## src/rtl/arcade_input_scanner.sv

```systemverilog
// Debounced arcade button scanner that streams a header + snapshot frame on every accepted change.
// Optional idle heartbeat frames (header 0xA6) are built when ARCADE_SCAN_HEARTBEAT_EN is defined.
module arcade_input_scanner #(
    parameter int CHANNELS        = 8,
    parameter int TICK_CYCLES     = 48000,
    parameter int STABLE_TICKS    = 3,
    parameter int HEARTBEAT_TICKS = 1000
) (
    input  logic                clk,
    input  logic                rst_i,
    input  logic [CHANNELS-1:0] inputs_i,
    output logic [CHANNELS-1:0] state_o,
    output logic [7:0]          data_o,
    output logic                valid_o,
    input  logic                ready_i,
    output logic [7:0]          coalesce_cnt_o
);

    localparam int NB = (CHANNELS + 7) / 8;
    localparam int SW = NB * 8;
    localparam int PW = (TICK_CYCLES > 1) ? $clog2(TICK_CYCLES) : 1;
    localparam int IW = (NB > 1) ? $clog2(NB) : 1;
    localparam logic [PW-1:0] TICK_LAST  = PW'(TICK_CYCLES - 1);
    localparam logic [IW-1:0] IDX_LAST   = IW'(NB - 1);
    localparam logic [1:0]    STABLE_CNT = 2'(STABLE_TICKS);

    if ((CHANNELS < 1) || (CHANNELS > 32) || (STABLE_TICKS < 1) || (STABLE_TICKS > 3) ||
        (TICK_CYCLES < 1) || (HEARTBEAT_TICKS < 1)) begin : g_param_check
        $error("arcade_input_scanner: parameter out of legal range");
    end

    typedef enum logic [1:0] {
        ST_IDLE   = 2'd0,
        ST_HEADER = 2'd1,
        ST_DATA   = 2'd2
    } fsm_t;

    logic [CHANNELS-1:0]      sync1_r;
    logic [CHANNELS-1:0]      sync2_r;
    logic [PW-1:0]            presc_r;
    logic                     tick_s;
    logic [CHANNELS-1:0][1:0] cnt_r;
    logic [CHANNELS-1:0][1:0] cnt_nxt_s;
    logic [CHANNELS-1:0]      state_r;
    logic [CHANNELS-1:0]      state_nxt_s;
    logic                     upd_s;
    fsm_t                     fsm_r;
    logic [SW-1:0]            snap_r;
    logic [IW-1:0]            idx_r;
    logic [IW-1:0]            idx_nxt_s;
    logic                     pending_r;
    logic [7:0]               coal_r;
    logic                     valid_r;
    logic [7:0]               data_r;
    logic                     start_s;
    logic [7:0]               hdr_s;

    function automatic logic [7:0] pick_byte(input logic [SW-1:0] vec, input logic [IW-1:0] sel);
        logic [7:0] res;
        res = 8'h00;
        for (int b = 0; b < NB; b++) begin
            if (IW'(b) == sel) begin
                res = vec[b*8 +: 8];
            end else begin
                res = res;
            end
        end
        return res;
    endfunction

    // Two-flop synchroniser for the raw button lines
    always_ff @(posedge clk) begin
        if (rst_i) begin
            sync1_r <= '0;
            sync2_r <= '0;
        end else begin
            sync1_r <= inputs_i;
            sync2_r <= sync1_r;
        end
    end

    // Sample-tick prescaler
    always_ff @(posedge clk) begin
        if (rst_i) begin
            presc_r <= '0;
        end else if (presc_r == TICK_LAST) begin
            presc_r <= '0;
        end else begin
            presc_r <= presc_r + PW'(1);
        end
    end

    assign tick_s = (presc_r == TICK_LAST);

    // Per-channel stability counters; a change is accepted only after STABLE_TICKS disagreeing ticks
    always_comb begin
        state_nxt_s = state_r;
        cnt_nxt_s   = cnt_r;
        upd_s       = 1'b0;
        for (int i = 0; i < CHANNELS; i++) begin
            if (tick_s) begin
                if (sync2_r[i] != state_r[i]) begin
                    if ((cnt_r[i] + 2'd1) == STABLE_CNT) begin
                        state_nxt_s[i] = sync2_r[i];
                        cnt_nxt_s[i]   = 2'd0;
                        upd_s          = 1'b1;
                    end else begin
                        cnt_nxt_s[i]   = cnt_r[i] + 2'd1;
                    end
                end else begin
                    cnt_nxt_s[i] = 2'd0;
                end
            end else begin
                cnt_nxt_s[i] = cnt_r[i];
            end
        end
    end

    // Debounced state register
    always_ff @(posedge clk) begin
        if (rst_i) begin
            cnt_r   <= '0;
            state_r <= '0;
        end else begin
            cnt_r   <= cnt_nxt_s;
            state_r <= state_nxt_s;
        end
    end

`ifdef ARCADE_SCAN_HEARTBEAT_EN
    localparam int HW = $clog2(HEARTBEAT_TICKS + 1);
    localparam logic [HW-1:0] HB_LAST = HW'(HEARTBEAT_TICKS);

    logic [HW-1:0] hb_cnt_r;
    logic          hb_due_s;

    assign hb_due_s = (hb_cnt_r == HB_LAST);
    assign start_s  = (fsm_r == ST_IDLE) && (pending_r || hb_due_s);
    assign hdr_s    = pending_r ? 8'hA5 : 8'hA6;

    // Ticks since the last frame start, saturating so a late IDLE still fires the heartbeat
    always_ff @(posedge clk) begin
        if (rst_i) begin
            hb_cnt_r <= '0;
        end else if (start_s) begin
            hb_cnt_r <= '0;
        end else if (tick_s && !hb_due_s) begin
            hb_cnt_r <= hb_cnt_r + HW'(1);
        end else begin
            hb_cnt_r <= hb_cnt_r;
        end
    end
`else
    assign start_s = (fsm_r == ST_IDLE) && pending_r;
    assign hdr_s   = 8'hA5;
`endif

    assign idx_nxt_s = idx_r + IW'(1);

    // Frame FSM with pending/coalesce bookkeeping; a new update beats the pending clear
    always_ff @(posedge clk) begin
        if (rst_i) begin
            fsm_r     <= ST_IDLE;
            snap_r    <= '0;
            idx_r     <= '0;
            pending_r <= 1'b0;
            coal_r    <= 8'h00;
            valid_r   <= 1'b0;
            data_r    <= 8'h00;
        end else begin
            if (upd_s) begin
                pending_r <= 1'b1;
            end else if (start_s) begin
                pending_r <= 1'b0;
            end
            if (upd_s && pending_r && (coal_r != 8'hFF)) begin
                coal_r <= coal_r + 8'd1;
            end
            case (fsm_r)
                ST_IDLE: begin
                    if (start_s) begin
                        snap_r  <= SW'(state_r);
                        idx_r   <= '0;
                        data_r  <= hdr_s;
                        valid_r <= 1'b1;
                        fsm_r   <= ST_HEADER;
                    end else begin
                        valid_r <= 1'b0;
                        data_r  <= 8'h00;
                    end
                end
                ST_HEADER: begin
                    if (ready_i) begin
                        idx_r  <= '0;
                        data_r <= pick_byte(snap_r, '0);
                        fsm_r  <= ST_DATA;
                    end
                end
                ST_DATA: begin
                    if (ready_i) begin
                        if (idx_r == IDX_LAST) begin
                            valid_r <= 1'b0;
                            data_r  <= 8'h00;
                            fsm_r   <= ST_IDLE;
                        end else begin
                            idx_r  <= idx_nxt_s;
                            data_r <= pick_byte(snap_r, idx_nxt_s);
                        end
                    end
                end
                default: begin
                    valid_r <= 1'b0;
                    data_r  <= 8'h00;
                    fsm_r   <= ST_IDLE;
                end
            endcase
        end
    end

    assign state_o        = state_r;
    assign data_o         = data_r;
    assign valid_o        = valid_r;
    assign coalesce_cnt_o = coal_r;

endmodule

```

## config.mk

```make
export PLATFORM = sky130hd
export DESIGN_NAME = arcade_input_scanner
export DESIGN_NICKNAME = d
export VERILOG_FILES = /design/src/rtl/arcade_input_scanner.sv
export SDC_FILE = /design/constraint.sdc
export NUM_CORES = 1
export LEC_CHECK = 0
export CAP_MARGIN = 20
export CORE_MARGIN = 2
export CORE_UTILIZATION = 30
export CTS_CLUSTER_DIAMETER = 30
export DETAILED_ROUTE_END_ITERATION = 8
export GPL_ROUTABILITY_DRIVEN = 0
export GPL_TIMING_DRIVEN = 0
export PLACE_DENSITY = 0.5
export SYNTH_ARGS = -nofsm -noshare
export SYNTH_HDL_FRONTEND = slang
export SYNTH_SLANG_ARGS = --single-unit
```

## constraint.sdc

```tcl
create_clock -name clk -period 5.6 [get_ports clk]
set_input_delay 1.68 -clock clk [delete_from_list [all_inputs] [get_ports clk]]
set_output_delay 1.68 -clock clk [all_outputs]
set_load 0.02 [all_outputs]
```

## Word-level counts from Yosys, hierarchy flattened

Cells that the tools add are included.

| storage, ports and cells | value |
|---|---|
| flip-flop bits (word level) | 85 |
| input port bits | 11 |
| logic and storage cells | 143 |

| cells by class | value |
|---|---|
| add/subtract/negate cells | 11 |
| equality and inequality tests | 24 |
| mux-type cells | 61 |
| bitwise logic cells | 1 |
| reduce and logical (&&, ||, !) cells | 20 |

Operators with widths:

| kind | number |
|---|---|
| two-way mux 2 bit | 20 |
| two-way mux 8 bit | 5 |
| two-way mux 1 bit | 32 |
| AND reduction 3 bit | 9 |
| one-hot mux 8 bit (3 select lines) | 1 |
| equality test 2 bit (second input constant) | 9 |
| adder 16 x 1 -> 16 bit (second input constant) | 1 |
| adder 2 x 1 -> 2 bit (second input constant) | 8 |
| equality test 16 bit (second input constant) | 1 |
| adder 8 x 1 -> 8 bit (second input constant) | 1 |
| inequality test 1 bit | 8 |
| inequality test 2 bit (second input constant) | 4 |
| inequality test 8 bit (second input constant) | 1 |
| AND reduction 4 bit | 2 |
| one-hot mux 1 bit (3 select lines) | 2 |
| one-hot mux 2 bit (3 select lines) | 1 |
| AND reduction 2 bit | 2 |
| logical AND 1 bit | 3 |
| nonzero test 3 bit | 1 |
| equality test 2 x 1 -> 1 bit (second input constant) | 1 |
| logical NOT 2 bit | 1 |
| nonzero test 2 bit | 1 |
| OR reduction 2 bit | 1 |
| adder 1 bit (second input constant) | 1 |
| inverter 1 bit | 1 |

## Depth between registers and ports, before layout

Gate-level depths: netlist of run 1.

| depth | value |
|---|---|
| depth in word-level cells | 28 |
| depth in mapped cells | 10 |

## Worst setup path after synthesis of run 1

Ideal clock, no wire load.

| path | value |
|---|---|
| path type | input-to-reg |
| from | input rst_i |
| to | register data_r[1] (netlist: data_o[1]) |
| arrival | 2,577 ps |
| data required time | 5,472 ps |
| setup slack | 2,896 ps |
| stages on the path | 4 |
| path buffers | 3 |
| cells stage by stage | clkbuf_1 > clkbuf_1 > buf_1 > nor2_1 |

RTL lines:

| element | RTL line | RTL |
|---|---|---|
| start: declaration | 10 | `input logic rst_i,` |
| end signal: assignment | 184 | `data_r <= hdr_s;` |
| end signal: assignment | 195 | `data_r <= pick_byte(snap_r, '0);` |
| end signal: assignment | 207 | `data_r <= pick_byte(snap_r, idx_nxt_s);` |
| end: declaration | 54 | `logic [7:0] data_r;` |

No word-level cell between the ends.

## Worst setup path in the final report of run 1

| path | value |
|---|---|
| from | input rst_i |
| to | register coal_r[1] (netlist: coalesce_cnt_o[1]) |

RTL lines:

| element | RTL line | RTL |
|---|---|---|
| end signal: assignment | 177 | `coal_r <= coal_r + 8'd1;` |
| end: declaration | 52 | `logic [7:0] coal_r;` |

No word-level cell between the ends.

==> results of run 1 <==
==> registers in the layout, summed over array words and instances (netlist names) <==
name,cells
cnt_r,16
presc_r,16
coalesce_cnt_o,8
data_o,8
snap_r,8
state_o,8
sync1_r,8
sync2_r,8
fsm_r,2
pending_r,1
valid_o,1
==> routing by layer <==
| layer | part of all wire | vias to the layer above | routed length (um) | track usage |
|---|---|---|---|---|
| li1 | - | 1491 | - | - |
| met1 | 0.51 | 1342 | 4060 | 0.183 |
| met2 | 0.45 | 26 | 3540 | 0.192 |
| met3 | 0.026 | 10 | 204 | 0.0259 |
| met4 | 0.018 | 0 | 142 | 0.0650 |
| met5 | 0 | - | 0 | 0 |
==> cell usage after synthesis, drive strengths merged <==
cell / count
nand4b: 1
inv: 12
xnor2: 11
nor3: 14
nand2b: 5
buf: 6
mux2: 3
and4: 2
a21oi: 41
a221oi: 4
nand3b: 4
nor2: 46
nor4b: 1
or4: 13
a32oi: 4
nand3: 20
clkbuf: 10
ha: 2
and3: 3
o41ai: 2
nor2b: 33
o21ai: 6
and2: 1
or2: 2
nand2: 47
dfxtp: 84
nand4: 5
mux2i: 8
o31ai: 1
xor2: 15
or3: 3
==> layout make-up <==
type,count,area share
Inverter,12,0.0103
Timing Repair Buffer,35,0.0801
Tap cell,143,0.0409
Buffer,16,0.0146
Clock inverter,7,0.0229
Sequential cell,84,0.384
Multi-Input combinational cell,297,0.395
Clock buffer,9,0.0515
==> kinds of logic (layout without fill, tap and decap cells) <==
logic type / count (synthesis) / after routing / share of synthesized area
mux: 11 / 11 / 0.0324
fa+ha+maj: 2 / 2 / 0.00711
xor+xnor: 26 / 26 / 0.0647
buf+inv: 28 / 79 / 0.0309
simple gates: 200 / 200 / 0.293
compound gates: 58 / 58 / 0.0939
flops: 84 / 84 / 0.478
==> power groups by stage <==
| stage | clock [mW] | sequential [mW] | combinational (mW) |
|---|---|---|---|
| global placement | 0 | 0.622 | 0.0340 |
| detailed placement | 0 | 0.623 | 0.0339 |
| CTS | 0.659 | 0.609 | 0.0340 |
| global route | 0.678 | 0.609 | 0.0376 |
| finish | 0.642 | 0.609 | 0.0335 |
| floorplan | 0 | 0.621 | 0.0195 |
==> critical path, delay by kind of cell <==
kind / cells / cell delay (ps)
buffers and inverters: 4 / 1770
AO/OA/AOI/OAI: 1 / 90
==> per-stage QoR <==
stage | instance area [um2] | hold WS (ps) | setup slack [ps] | utilization | power (mW)
2_1_floorplan | 3520 | 414 | 2900 | - | 0.641
3_3_place_gp | 4050 | 424 | 1800 | 0.355 | 0.656
3_5_place_dp | 4050 | 422 | 1830 | 0.355 | 0.657
4_1_cts | 4370 | 437 | 2180 | 0.383 | 1.30
5_1_grt | 4370 | 454 | 2000 | 0.383 | 1.33
6_report | 4370 | 437 | 2240 | 0.383 | 1.28
==> how the worst min path moves through the flow <==
stage / slack (ps) / cells past startpoint / start / endpoint
finish: 440 / 1 / sync1_r[1] / sync2_r[1]
global route: 450 / 1 / sync1_r[4] / sync2_r[4]
CTS: 440 / 1 / sync1_r[1] / sync2_r[1]
detailed placement: 420 / 1 / sync1_r[1] / sync2_r[1]
global placement: 420 / 1 / sync1_r[0] / sync2_r[0]
floorplan: 410 / 1 / sync1_r[0] / sync2_r[0]
==> impl_metrics.tcl, run 1 <==
set metrics [dict create \
    peakVddDrop_mv 0.114 \
    slew_violations 0 \
    crit_path_cell_trace "clkdlybuf4s50_1, clkbuf_1, clkbuf_1, clkbuf_1, a21oi_1" \
    max_slew.worst_pin.slew_ps 666 \
    crit_slowest_cell "clkbuf_1" \
    grt_pass1_vias 2592 \
    max_freq_mhz 297 \
    reg2reg_slack_ps 2960 \
    p_switching_mw 0.273 \
    rsz0062_at_grt "no" \
    dr.pass1.iters 4 \
    start_util 0.308 \
    drcViolationCount 0 \
    fp.dieW_um 112 \
    netSwitchingFraction 0.212 \
    multi_input_area_um2 1730 \
    register_area_um2 1680 \
    setup_tns_ps 0 \
    antenna_found_initial 0 \
    p_seq_frac 0.474 \
    grt_max_degree 16 \
    cts_root_buf "clkbuf_16" \
    cts.sinks 84 \
    period_needed_ps 3360 \
    numCtsBuffers 9 \
    synth_area_leaders "dfxtp_1 48%, nor2b_1 5.9%, a21oi_1 5.8%" \
    placed_cells 587 \
    area_delta_synth_final_pct 24.3 \
    cp-startpoint "rst_i" \
    cp_max_fo 10 \
    syn_nets 422 \
    fin_skew_ps 6.85 \
    min_period_over_period 0.600 \
    cts_tree "done" \
    synth_top_cell_area_share 0.478 \
    postSynthAreaPerCell_um2 8.61 \
    cts-resized-gates 0 \
    rows 39 \
    clock_power_share 0.500 \
    yosysWarnings 0 \
    grt_pass1_wl_um 13000 \
    cts_setup_buffers 0 \
    max-slew-margin-rel 0.551 \
    final_common_cell "dfxtp_1" \
    finalSetupViolCount 0 \
    path_class "in2reg" \
    cp-start-kind "input pin" \
    io_pins 36 \
    maxCapViolCount 0 \
    r2r_end "coalesce_cnt_o[5]" \
    grt_usage 0.131 \
    synth.largest_area_cell "dfxtp_1" \
    cpMostUsedCell "clkbuf_1" \
    status "complete, no violations" \
    combPwrFrac 0.026 \
    coreArea_um2 11400 \
    clkTransAtPathRegs_ps 60 \
    slowest_delay_ps 530 \
    syn_inst 409 \
    post_drt_wl_per_cell_um 13.2 \
    cp-endpoint "coalesce_cnt_o[1]" \
    wirelength_um 7940 \
    ys_types 34 \
    final-hold-violation-count 0 \
    leakagePower_nw 1.44 \
    syn_area_um2 3520 \
    ys_ff_latch 84 \
    timing.rr.start "presc_r[0]" \
    port_buffers 35 \
    stdcell_count 603 \
    nets 468 \
    viasPerCell 4.76 \
    crit_path_end_kind "flip-flop" \
    cp_data_required_time_ps 5790 \
    die_area_um2 12600 \
    p_int_mw 1.01 \
    r2r_cells 9 \
    power_density_nw_per_um2 294 \
    layout-drive-gt1-share 0.0543 \
    vias 2869 \
    cts_htree_levels 3 \
    grt.overflow.total 0 \
    yosysSeqAreaShare 0.478 \
    cts-hold-fix-buffers 0 \
    crit_arrival_ps 3560 \
    clock_path_buffers 2 \
    insertion_delay_ps 340 \
    antenna_left 0 \
    hold_class "reg2reg" \
    die_h_um 112 \
    antenna_cells 0 \
    drt_iter0_drc 133 \
    nFillCells 1226 \
    final_cell_mix "84 x dfxtp_1, 47 x nand2_1, 46 x nor2_1" \
    dp_hpwl_um 5810 \
]
No activity file was read; power rests on OpenSTA's default activity.
==> run 2, diff against run 1 <==
--- a/config.mk
+++ b/config.mk
@@ -12,7 +12,7 @@
 export DETAILED_ROUTE_END_ITERATION = 8
 export GPL_ROUTABILITY_DRIVEN = 0
 export GPL_TIMING_DRIVEN = 0
-export PLACE_DENSITY = 0.5
+export PLACE_DENSITY = 0.51
 export SYNTH_ARGS = -nofsm -noshare
 export SYNTH_HDL_FRONTEND = slang
 export SYNTH_SLANG_ARGS = --single-unit
==> constraint.sdc (replaced) <==
create_clock -name clk -period 3 [get_ports clk]
set_input_delay 0.9 -clock clk [delete_from_list [all_inputs] [get_ports clk]]
set_output_delay 0.9 -clock clk [all_outputs]
set_load 0.02 [all_outputs]
==> run 2 against run 1 <==
- final cell count stayed put
- routed wire length is 1.4% higher
- combinational power is 89% higher
- global-route usage is 0.36 points higher
- non-clock buffer count stayed put
- core utilization is 0.47 points lower
- clock power is 60% higher
- largest power group is now sequential cells
- critical path type unchanged
- design area is 1.2% lower
- critical endpoint is now cnt_r[4]
==> impl_metrics.tcl, run 2 (synthesis gave the netlist of run 1 again) <==
set metrics [dict create \
    status "complete, no violations" \
    cts_htree_levels 3 \
    grt_usage 0.134 \
    grt_max_degree 14 \
    cp_max_fo 10 \
    crit_path_end_kind "flip-flop" \
    rows 39 \
    crit_path_cell_trace "clkdlybuf4s50_1, clkbuf_1, clkbuf_1, clkbuf_1, a21oi_1" \
    path_class "in2reg" \
    nFillCells 1200 \
    layout-drive-gt1-share 0.0500 \
    fp.dieW_um 112 \
    clkTransAtPathRegs_ps 60 \
    io_pins 36 \
    register_area_um2 1680 \
    path_delay_family "buffers and inverters" \
    leakagePower_nw 1.42 \
    antenna_found_initial 0 \
    slowest_delay_ps 600 \
    grt_pass1_vias 2593 \
    cts_tree "done" \
    final_util 0.378 \
    grt.overflow.total 0 \
    antenna_left 0 \
    cpMostUsedCell "clkbuf_1" \
    place_ws_ps -27.1 \
    antenna_cells 0 \
    crit_slowest_cell "clkbuf_1" \
    final_cell_mix "84 x dfxtp_1, 47 x nand2_1, 46 x nor2_1" \
    rsz0062_at_grt "no" \
    max-slew-margin-rel 0.529 \
    clock_path_buffers 2 \
    max_freq_mhz 371 \
    finalSetupViolCount 0 \
    nets 468 \
    die_h_um 112 \
    wirelength_um 8050 \
    cts-hold-fix-buffers 0 \
    numCtsBuffers 9 \
    dp_hpwl_um 5750 \
    dr.pass1.iters 4 \
    maxCapViolCount 0 \
    post_drt_wl_per_cell_um 13.4 \
    multi_input_area_um2 1730 \
    drt_iter0_drc 241 \
    viasPerCell 4.81 \
    max_slew.worst_pin.slew_ps 707 \
    crit_arrival_ps 2880 \
    area_delta_synth_final_pct 22.8 \
    hold_class "reg2reg" \
    power_mw 2.23 \
    coreArea_um2 11400 \
    cts_root_buf "clkbuf_16" \
    fin_skew_ps 6.92 \
    final-hold-violation-count 0 \
    cts-resized-gates 0 \
    drcViolationCount 0 \
    final_common_cell "dfxtp_1" \
    port_buffers 35 \
    cts_setup_buffers 0 \
    power_density_nw_per_um2 516 \
    start_util 0.308 \
    setup_tns_ps 0 \
    vias 2899 \
    peakVddDrop_mv 0.233 \
    worst_slack_ps 306 \
    reg_top3 "cnt_r (16), presc_r (16)" \
    slew_violations 0 \
    period_needed_ps 2690 \
    cp.buffers_inverters 4 \
    cp-start-kind "input pin" \
    grt_pass1_wl_um 13400 \
    cp_data_required_time_ps 3190 \
    cts.sinks 84 \
    min_period_over_period 0.898 \
    insertion_delay_ps 340 \
    die_area_um2 12600 \
]
[run 2: changes by cell type in the layout (fill, tap and decap cells not counted), sizes merged]
cell / before / now
bufinv: 2 / 0
clkbuf: 19 / 22
clkinv: 1 / 2
clkinvlp: 3 / 2
inv: 13 / 12
[run 2: final timing paths]
kind / to / slack [ps] / from / cells after the start
setup / recovery: cnt_r[4] / 310 / rst_i / 5
hold / removal: sync2_r[0] / 430 / sync1_r[0] / 1
setup reg to reg: coalesce_cnt_o[5] / 400 / presc_r[0] / 9
hold reg to reg: sync2_r[0] / 430 / sync1_r[0] / 1
[run 2: area by class of cell]
type                            instances  share of cell area
Buffer                                 16              0.0148
Clock buffer                           12              0.0571
Clock inverter                          4             0.00579
Inverter                               12              0.0104
Multi-Input combinational cell        297               0.400
Sequential cell                        84               0.389
Tap cell                              143              0.0414
Timing Repair Buffer                   35              0.0811
[run 2: where the power goes]
| part | internal [mW] | switching [mW] |
|---|---|---|
| Combinational | 0.0270 | 0.0363 |
| Sequential | 1.13 | 0.00820 |
| Clock | 0.581 | 0.448 |
| Total | 1.74 | 0.493 |
[run 2: metal layers]
| metal | routed length, um | GRT usage | share of wire | vias up |
|---|---|---|---|---|
| met5 | 0 | 0 | 0 | - |
| met4 | 144 | 0.0610 | 0.018 | 0 |
| met3 | 337 | 0.0308 | 0.042 | 9 |
| met2 | 3550 | 0.196 | 0.44 | 53 |
| met1 | 4020 | 0.189 | 0.50 | 1350 |
| li1 | - | - | - | 1487 |
[run 2: metrics by stage]
| step | std cells | cell area (um2) | hold WS [ps] |
|---|---|---|---|
| global route | 603 | 4320 | 458 |
| floorplan | 409 | 3520 | 414 |
| global placement | 587 | 4050 | 426 |
| finish | 603 | 4320 | 435 |
| detailed placement | 587 | 4050 | 422 |
| CTS | 603 | 4320 | 436 |
